[src/rtl/digital_clock_alarm.sv]
// BCD time-of-day clock with a prescaled one-second tick, 12/24h display,
// validated time load and a single daily alarm that times out after RING_SECS.
module digital_clock_alarm #(
    parameter int CLK_FREQ  = 1_200_000,
    parameter int RING_SECS = 60
) (
    input  logic       clk,
    input  logic       reset,
    input  logic       mode_12h,
    input  logic       load_en,
    input  logic [7:0] load_hh,
    input  logic [7:0] load_mm,
    input  logic [7:0] load_ss,
    input  logic       alarm_set,
    input  logic [7:0] alarm_hh,
    input  logic [7:0] alarm_mm,
    input  logic       alarm_en,
    input  logic       alarm_ack,
    output logic       one_sec_pulse,
    output logic [3:0] sec_ones,
    output logic [3:0] sec_tens,
    output logic [3:0] min_ones,
    output logic [3:0] min_tens,
    output logic [3:0] hour_ones,
    output logic [3:0] hour_tens,
    output logic       pm,
    output logic       alarm_ring,
    output logic       load_err
);

    localparam int             PW = (CLK_FREQ > 2) ? $clog2(CLK_FREQ) : 2;
    localparam logic [PW-1:0]  TC = PW'(CLK_FREQ - 1);
    localparam logic [7:0]     RING_LAST = 8'(RING_SECS - 1);

    typedef struct packed {
        logic [3:0] hh_t;
        logic [3:0] hh_o;
        logic [3:0] mm_t;
        logic [3:0] mm_o;
        logic [3:0] ss_t;
        logic [3:0] ss_o;
    } tod_t;

    tod_t          tod_q, tod_inc, tod_d;
    logic [PW-1:0] presc_q, presc_d;
    logic [7:0]    alarm_hh_q, alarm_mm_q;
    logic [7:0]    ring_cnt_q;
    logic [3:0]    hour_tens_d, hour_ones_d;
    logic          pm_d;
    logic          tick, load_ok, alarm_ok, do_load, do_tick, trigger;
    logic [4:0]    hour_bin, hour_disp;

    function automatic logic hh_ok(input logic [7:0] v);
        return (v[7:4] <= 4'd1 && v[3:0] <= 4'd9) || (v[7:4] == 4'd2 && v[3:0] <= 4'd3);
    endfunction

    function automatic logic ms_ok(input logic [7:0] v);
        return (v[7:4] <= 4'd5) && (v[3:0] <= 4'd9);
    endfunction

    assign tick     = (presc_q == TC);
    assign load_ok  = hh_ok(load_hh) && ms_ok(load_mm) && ms_ok(load_ss);
    assign alarm_ok = hh_ok(alarm_hh) && ms_ok(alarm_mm);
    assign do_load  = load_en && load_ok;
    // A valid load restarts the second, so a coincident tick is dropped.
    assign do_tick  = tick && !do_load;

    // Cascaded BCD increment; every digit wraps at its own limit.
    always_comb begin
        // NOTE: default first so every path assigns every field -- no latch.
        tod_inc = tod_q;
        if (tod_q.ss_o != 4'd9) begin
            tod_inc.ss_o = tod_q.ss_o + 4'd1;
        end else begin
            tod_inc.ss_o = 4'd0;
            if (tod_q.ss_t != 4'd5) begin
                tod_inc.ss_t = tod_q.ss_t + 4'd1;
            end else begin
                tod_inc.ss_t = 4'd0;
                if (tod_q.mm_o != 4'd9) begin
                    tod_inc.mm_o = tod_q.mm_o + 4'd1;
                end else begin
                    tod_inc.mm_o = 4'd0;
                    if (tod_q.mm_t != 4'd5) begin
                        tod_inc.mm_t = tod_q.mm_t + 4'd1;
                    end else begin
                        tod_inc.mm_t = 4'd0;
                        if (tod_q.hh_t == 4'd2 && tod_q.hh_o == 4'd3) begin
                            tod_inc.hh_t = 4'd0;
                            tod_inc.hh_o = 4'd0;
                        end else if (tod_q.hh_o == 4'd9) begin
                            tod_inc.hh_o = 4'd0;
                            tod_inc.hh_t = tod_q.hh_t + 4'd1;
                        end else begin
                            tod_inc.hh_o = tod_q.hh_o + 4'd1;
                        end
                    end
                end
            end
        end
    end

    always_comb begin
        tod_d   = tod_q;
        presc_d = presc_q + PW'(1);
        if (do_load) begin
            tod_d   = '{hh_t: load_hh[7:4], hh_o: load_hh[3:0],
                        mm_t: load_mm[7:4], mm_o: load_mm[3:0],
                        ss_t: load_ss[7:4], ss_o: load_ss[3:0]};
            presc_d = '0;
        end else if (tick) begin
            tod_d   = tod_inc;
            presc_d = '0;
        end
    end

    assign trigger = do_tick && alarm_en
                   && tod_inc.ss_t == 4'd0 && tod_inc.ss_o == 4'd0
                   && {tod_inc.hh_t, tod_inc.hh_o} == alarm_hh_q
                   && {tod_inc.mm_t, tod_inc.mm_o} == alarm_mm_q;

    // Hour display is derived from the next time so it changes with the pulse.
    always_comb begin
        hour_bin    = 5'(tod_d.hh_t) * 5'd10 + 5'(tod_d.hh_o);
        pm_d        = (hour_bin >= 5'd12);
        hour_disp   = hour_bin;
        hour_tens_d = 4'd0;
        hour_ones_d = 4'd0;
        if (mode_12h) begin
            if (hour_bin == 5'd0)
                hour_disp = 5'd12;
            else if (hour_bin > 5'd12)
                hour_disp = hour_bin - 5'd12;
        end
        if (hour_disp >= 5'd20) begin
            hour_tens_d = 4'd2;
            hour_ones_d = 4'(hour_disp - 5'd20);
        end else if (hour_disp >= 5'd10) begin
            hour_tens_d = 4'd1;
            hour_ones_d = 4'(hour_disp - 5'd10);
        end else begin
            hour_ones_d = 4'(hour_disp);
        end
    end

    always_ff @(posedge clk or negedge reset) begin
        if (!reset) begin
            tod_q         <= '0;
            presc_q       <= '0;
            one_sec_pulse <= 1'b0;
            hour_tens     <= 4'd0;
            hour_ones     <= 4'd0;
            pm            <= 1'b0;
            load_err      <= 1'b0;
            alarm_hh_q    <= 8'h00;
            alarm_mm_q    <= 8'h00;
        end else begin
            // NOTE: non-blocking so every register samples pre-edge values.
            tod_q         <= tod_d;
            presc_q       <= presc_d;
            one_sec_pulse <= do_tick;
            hour_tens     <= hour_tens_d;
            hour_ones     <= hour_ones_d;
            pm            <= pm_d;
            load_err      <= (load_en && !load_ok) || (alarm_set && !alarm_ok);
            if (alarm_set && alarm_ok) begin
                alarm_hh_q <= alarm_hh;
                alarm_mm_q <= alarm_mm;
            end
        end
    end

    // A fresh trigger outranks ack/disable; otherwise the ring counts down pulses.
    always_ff @(posedge clk or negedge reset) begin
        if (!reset) begin
            alarm_ring <= 1'b0;
            ring_cnt_q <= 8'd0;
        end else if (trigger) begin
            alarm_ring <= 1'b1;
            ring_cnt_q <= 8'd0;
        end else if (alarm_ring) begin
            if (alarm_ack || !alarm_en) begin
                alarm_ring <= 1'b0;
            end else if (do_tick) begin
                if (ring_cnt_q == RING_LAST)
                    alarm_ring <= 1'b0;
                else
                    ring_cnt_q <= ring_cnt_q + 8'd1;
            end
        end
    end

    assign sec_ones = tod_q.ss_o;
    assign sec_tens = tod_q.ss_t;
    assign min_ones = tod_q.mm_o;
    assign min_tens = tod_q.mm_t;

endmodule

[config.mk]
export PLATFORM = sky130hd
export DESIGN_NAME = digital_clock_alarm
export DESIGN_NICKNAME = d
export VERILOG_FILES = /design/src/rtl/digital_clock_alarm.sv
export SDC_FILE = /design/constraint.sdc
export NUM_CORES = 1
export LEC_CHECK = 0
export BUFFER_PORTS_ARGS = -buffer_cell sky130_fd_sc_hd__buf_2
export CORE_MARGIN = 1
export CORE_UTILIZATION = 40
export CTS_CLUSTER_SIZE = 25
export DETAILED_ROUTE_END_ITERATION = 10
export PLACE_DENSITY = 0.62
export SYNTH_ARGS = -nofsm -noshare
export SYNTH_HDL_FRONTEND = slang
export SYNTH_SLANG_ARGS = --single-unit
[constraint.sdc]
create_clock -name clk -period 7.15 [get_ports clk]
set_input_delay 0 -clock clk [delete_from_list [all_inputs] [get_ports clk]]
set_output_delay 0 -clock clk [all_outputs]
set_load 0.01 [all_outputs]
==> impl_metrics.tcl <==
set metrics [dict create \
    fmax_ghz 0.179 \
    synth-seq-cells 79 \
    dp_hpwl_mm 8.76 \
    ff_latch_area_mm2 0.00198 \
    hold-path-cell-count 3 \
    cts_tree "done" \
    fp.dieH_um 116 \
    cts_hold_buf 33 \
    postCtsSetupBuffers 0 \
    cts_sinks 79 \
    outcome "complete, no violations" \
    rr_worst_depth 22 \
    pre_cts_slack_ps 1560 \
    critPathRequiredTime_ps 7420 \
    io_pins 75 \
    ys_seq_area_frac 0.383 \
    htree_levels 3 \
    wl_met2_mm 5.82 \
    met1_length_mm 5.71 \
    io_buffer_count 72 \
    start_util 0.409 \
    syn_area_mm2 0.00516 \
    num-fill-cells 1201 \
    cap_violations 0 \
    grt_pass1_vias 4172 \
    final_cell_mix "dfrtp_1 (79), buf_2 (71), nor2_1 (64)" \
    synth_cell_types 84 \
    highest_layer "met4" \
    syn2layout_area_growth_pct 19.1 \
    tns_ps 0 \
    multi_input_area_mm2 0.00288 \
    setup_violations 0 \
    r2r-end "hour_ones[2]$_DFF_PN0_" \
    slowest_delay_ps 500 \
    drt_wl_total_mm 12.3 \
    dieArea_mm2 0.0134 \
    maxSlewViolCount 0 \
    wl_per_cell_um 15.1 \
    cts_resized 0 \
    min_from "load_hh[5]" \
    critPathSlowestCell "a311oi_4" \
    grtUsageTotal 0.196 \
    end_kind "flop" \
    synthFlopType "dfrtp_1" \
    gr-total-overflow 0 \
    crit_fanout 9 \
    synth-edff-count 0 \
    slew_headroom 0.319 \
    start_kind "flop" \
    grt_pass1_wl_mm 20.1 \
    fin_skew_ps 6.18 \
    vias 4277 \
    syn_area_per_cell_um2 9.33 \
    ant_nets 0 \
    ir_worst_vdd_mv 0.202 \
    worst_pin_slew_ps 1020 \
    period_minus_slack_ps 5600 \
    path_cells "ha_1 -> and3b_1 -> nand4_4 -> nor2_1 -> nand2_1 -> mux2_2 -> mux2i_1 -> o21ai_0 -> ha_1 -> a21o_1 -> a21oi_1 -> xor2_1 -> xnor2_4 -> xnor2_2 -> a211oi_2 -> a311oi_4 -> ha_1 -> inv_1 -> o21a_1 -> nor3_1 -> o21ai_0 -> o21ai_1" \
    nets 699 \
    synth_cells 553 \
    core_area_mm2 0.0126 \
    gp_congestion 0.893 \
    powerDensity_mw_per_mm2 271 \
    synth_top_cell_by_area "dfrtp_1" \
    fin_crit_sh 0.783 \
    clk_pin_slew_ps 60 \
    firstDrtPassIters 4 \
    holdWs_ps 52.6 \
    drt-initial-drc-count 152 \
    worstPathArrival_ps 5870 \
    hp-class "input port to flop" \
    final_hold_viol_count 0 \
    worst_slack_ps 1550 \
    diodes 0 \
    die_x_um 116 \
    path_buf_inv 1 \
    p_leak_nw 2.61 \
    synth_area_leaders "dfrtp_1 (38%), xor2_1 (4.8%), nor2_1 (4.7%)" \
    rrSetupSlack_ps 1550 \
    whs_endpoint "tod_q[21]$_DFF_PN0_" \
    ys_warn_count 0 \
    crit_path_frequent_cell "ha_1" \
    async_flop_share 1.00 \
    crit-reg2reg-launch "min_tens[0]$_DFFE_PN0P_" \
    mostFrequentLayoutCell "dfrtp_1" \
    wl_met3_um 453 \
    root_buffer "clkbuf_16" \
    rows 41 \
    grt_setup_unrepaired "no" \
    cts_buffers 9 \
    yosysTopAreaCellShare 0.383 \
    clk_path_buf_depth 2 \
    worst_skew_pair.late_latency_ps 340 \
    critPathKind "flop to flop" \
    grt_antenna_before_repair 0 \
    drc_errors 0 \
    critical_path.top_delay_family "compound AO/OA/AOI/OAI gates" \
    viasPerCell 5.27 \
    drive_gt1_frac 0.203 \
    grt_max_degree 80 \
]
-- layout make-up --
type | instances | share of cell area
clock buffer | 9 | 0.0366
clock inverter | 7 | 0.0118
inverter | 17 | 0.0104
multi-input combinational | 420 | 0.469
sequential | 79 | 0.322
tap | 172 | 0.0350
timing repair buffer | 107 | 0.115
-- sequential cells by signal, indices dropped and copies added, names as in the netlist, named ones only --
| name | flops |
|---|---|
| sec_tens | 4 |
| load_err | 1 |
| alarm_hh_q | 8 |
| hour_ones | 4 |
| sec_ones | 4 |
| presc_q | 21 |
| alarm_mm_q | 8 |
| hour_tens | 2 |
| pm | 1 |
| ring_cnt_q | 8 |
| tod_q | 7 |
| min_ones | 4 |
| min_tens | 4 |
| alarm_ring | 1 |
| one_sec_pulse | 1 |
-- worst reg2reg max path, stage by stage, from the launching register on --
cell and delay (ps):
dfrtp_1 470, ha_1 210, and3b_1 350, nand4_4 230, nor2_1 330, nand2_1 100, mux2_2 250, mux2i_1 70
o21ai_0 410, ha_1 310, a21o_1 150, a21oi_1 160, xor2_1 350, xnor2_4 100, xnor2_2 430, a211oi_2 170
a311oi_4 500, ha_1 230, inv_1 40, o21a_1 180, nor3_1 200, o21ai_0 120, o21ai_1 140
-- cell families (layout without fill, tap and decap cells) --
group | after synthesis | after routing | share of synthesized area
xor gates and xnor gates | 55 | 55 | 0.0985
other | 1 | 2 | 0.000727
buffers and inverters | 55 | 140 | 0.0594
adders and majority gates | 18 | 18 | 0.0451
AOI/OAI and AO/OA | 90 | 90 | 0.120
muxes | 24 | 24 | 0.0502
and+or+nand+nor | 231 | 231 | 0.243
DFF | 79 | 79 | 0.383
-- layer usage --
metal | global-route usage | vias to the layer above
li1 | - | 2096
met1 | 0.255 | 2050
met2 | 0.316 | 110
met3 | 0.0293 | 21
met4 | 0.105 | 0
met5 | 0 | -
-- cells in the mapped netlist (4+ instances only) --
cell,n
and4_1,4
nor3_1,10
xnor2_1,25
nand3_1,19
and2_1,6
nand2_1,50
o21ai_0,33
o21a_1,5
a21oi_1,10
xor2_1,28
ha_1,17
nand4_1,16
a31oi_1,9
and3_1,7
nor2b_1,7
mux2_2,15
nor2_1,64
dfrtp_1,79
nor4_1,6
o31ai_1,5
clkbuf_1,13
inv_1,16
mux2i_1,9
buf_4,19
nand2b_1,7
-- per-stage QoR --
stage	cells	util	area, µm²	power [mW]
2_1_floorplan	554	-	5160	1.07
3_3_place_gp	762	0.437	5520	1.17
3_5_place_dp	762	0.437	5520	1.19
4_1_cts	811	0.487	6150	1.68
5_1_grt	811	0.487	6150	1.78
6_report	811	0.487	6150	1.67
-- worst max-delay path by stage --
stage	start	end	slack (ps)	cells after the start
floorplan	min_ones[0]$_DFFE_PN0P_	hour_ones[1]$_DFF_PN0_	2120	24
global placement	min_tens[0]$_DFFE_PN0P_	hour_ones[1]$_DFF_PN0_	1800	22
detailed placement	min_tens[0]$_DFFE_PN0P_	hour_ones[1]$_DFF_PN0_	1560	22
CTS	min_tens[0]$_DFFE_PN0P_	hour_ones[1]$_DFF_PN0_	1570	22
global route	min_tens[0]$_DFFE_PN0P_	hour_ones[1]$_DFF_PN0_	1060	22
finish	min_tens[0]$_DFFE_PN0P_	hour_ones[2]$_DFF_PN0_	1550	22
-- report_power, final --
| part | leakage, nW | internal, mW | switching [mW] |
|---|---|---|---|
| clock | 0.142 | 0.271 | 0.195 |
| combinational | 1.51 | 0.279 | 0.322 |
| sequential | 0.952 | 0.522 | 0.0767 |
No activity file was read; power rests on OpenSTA's default activity.
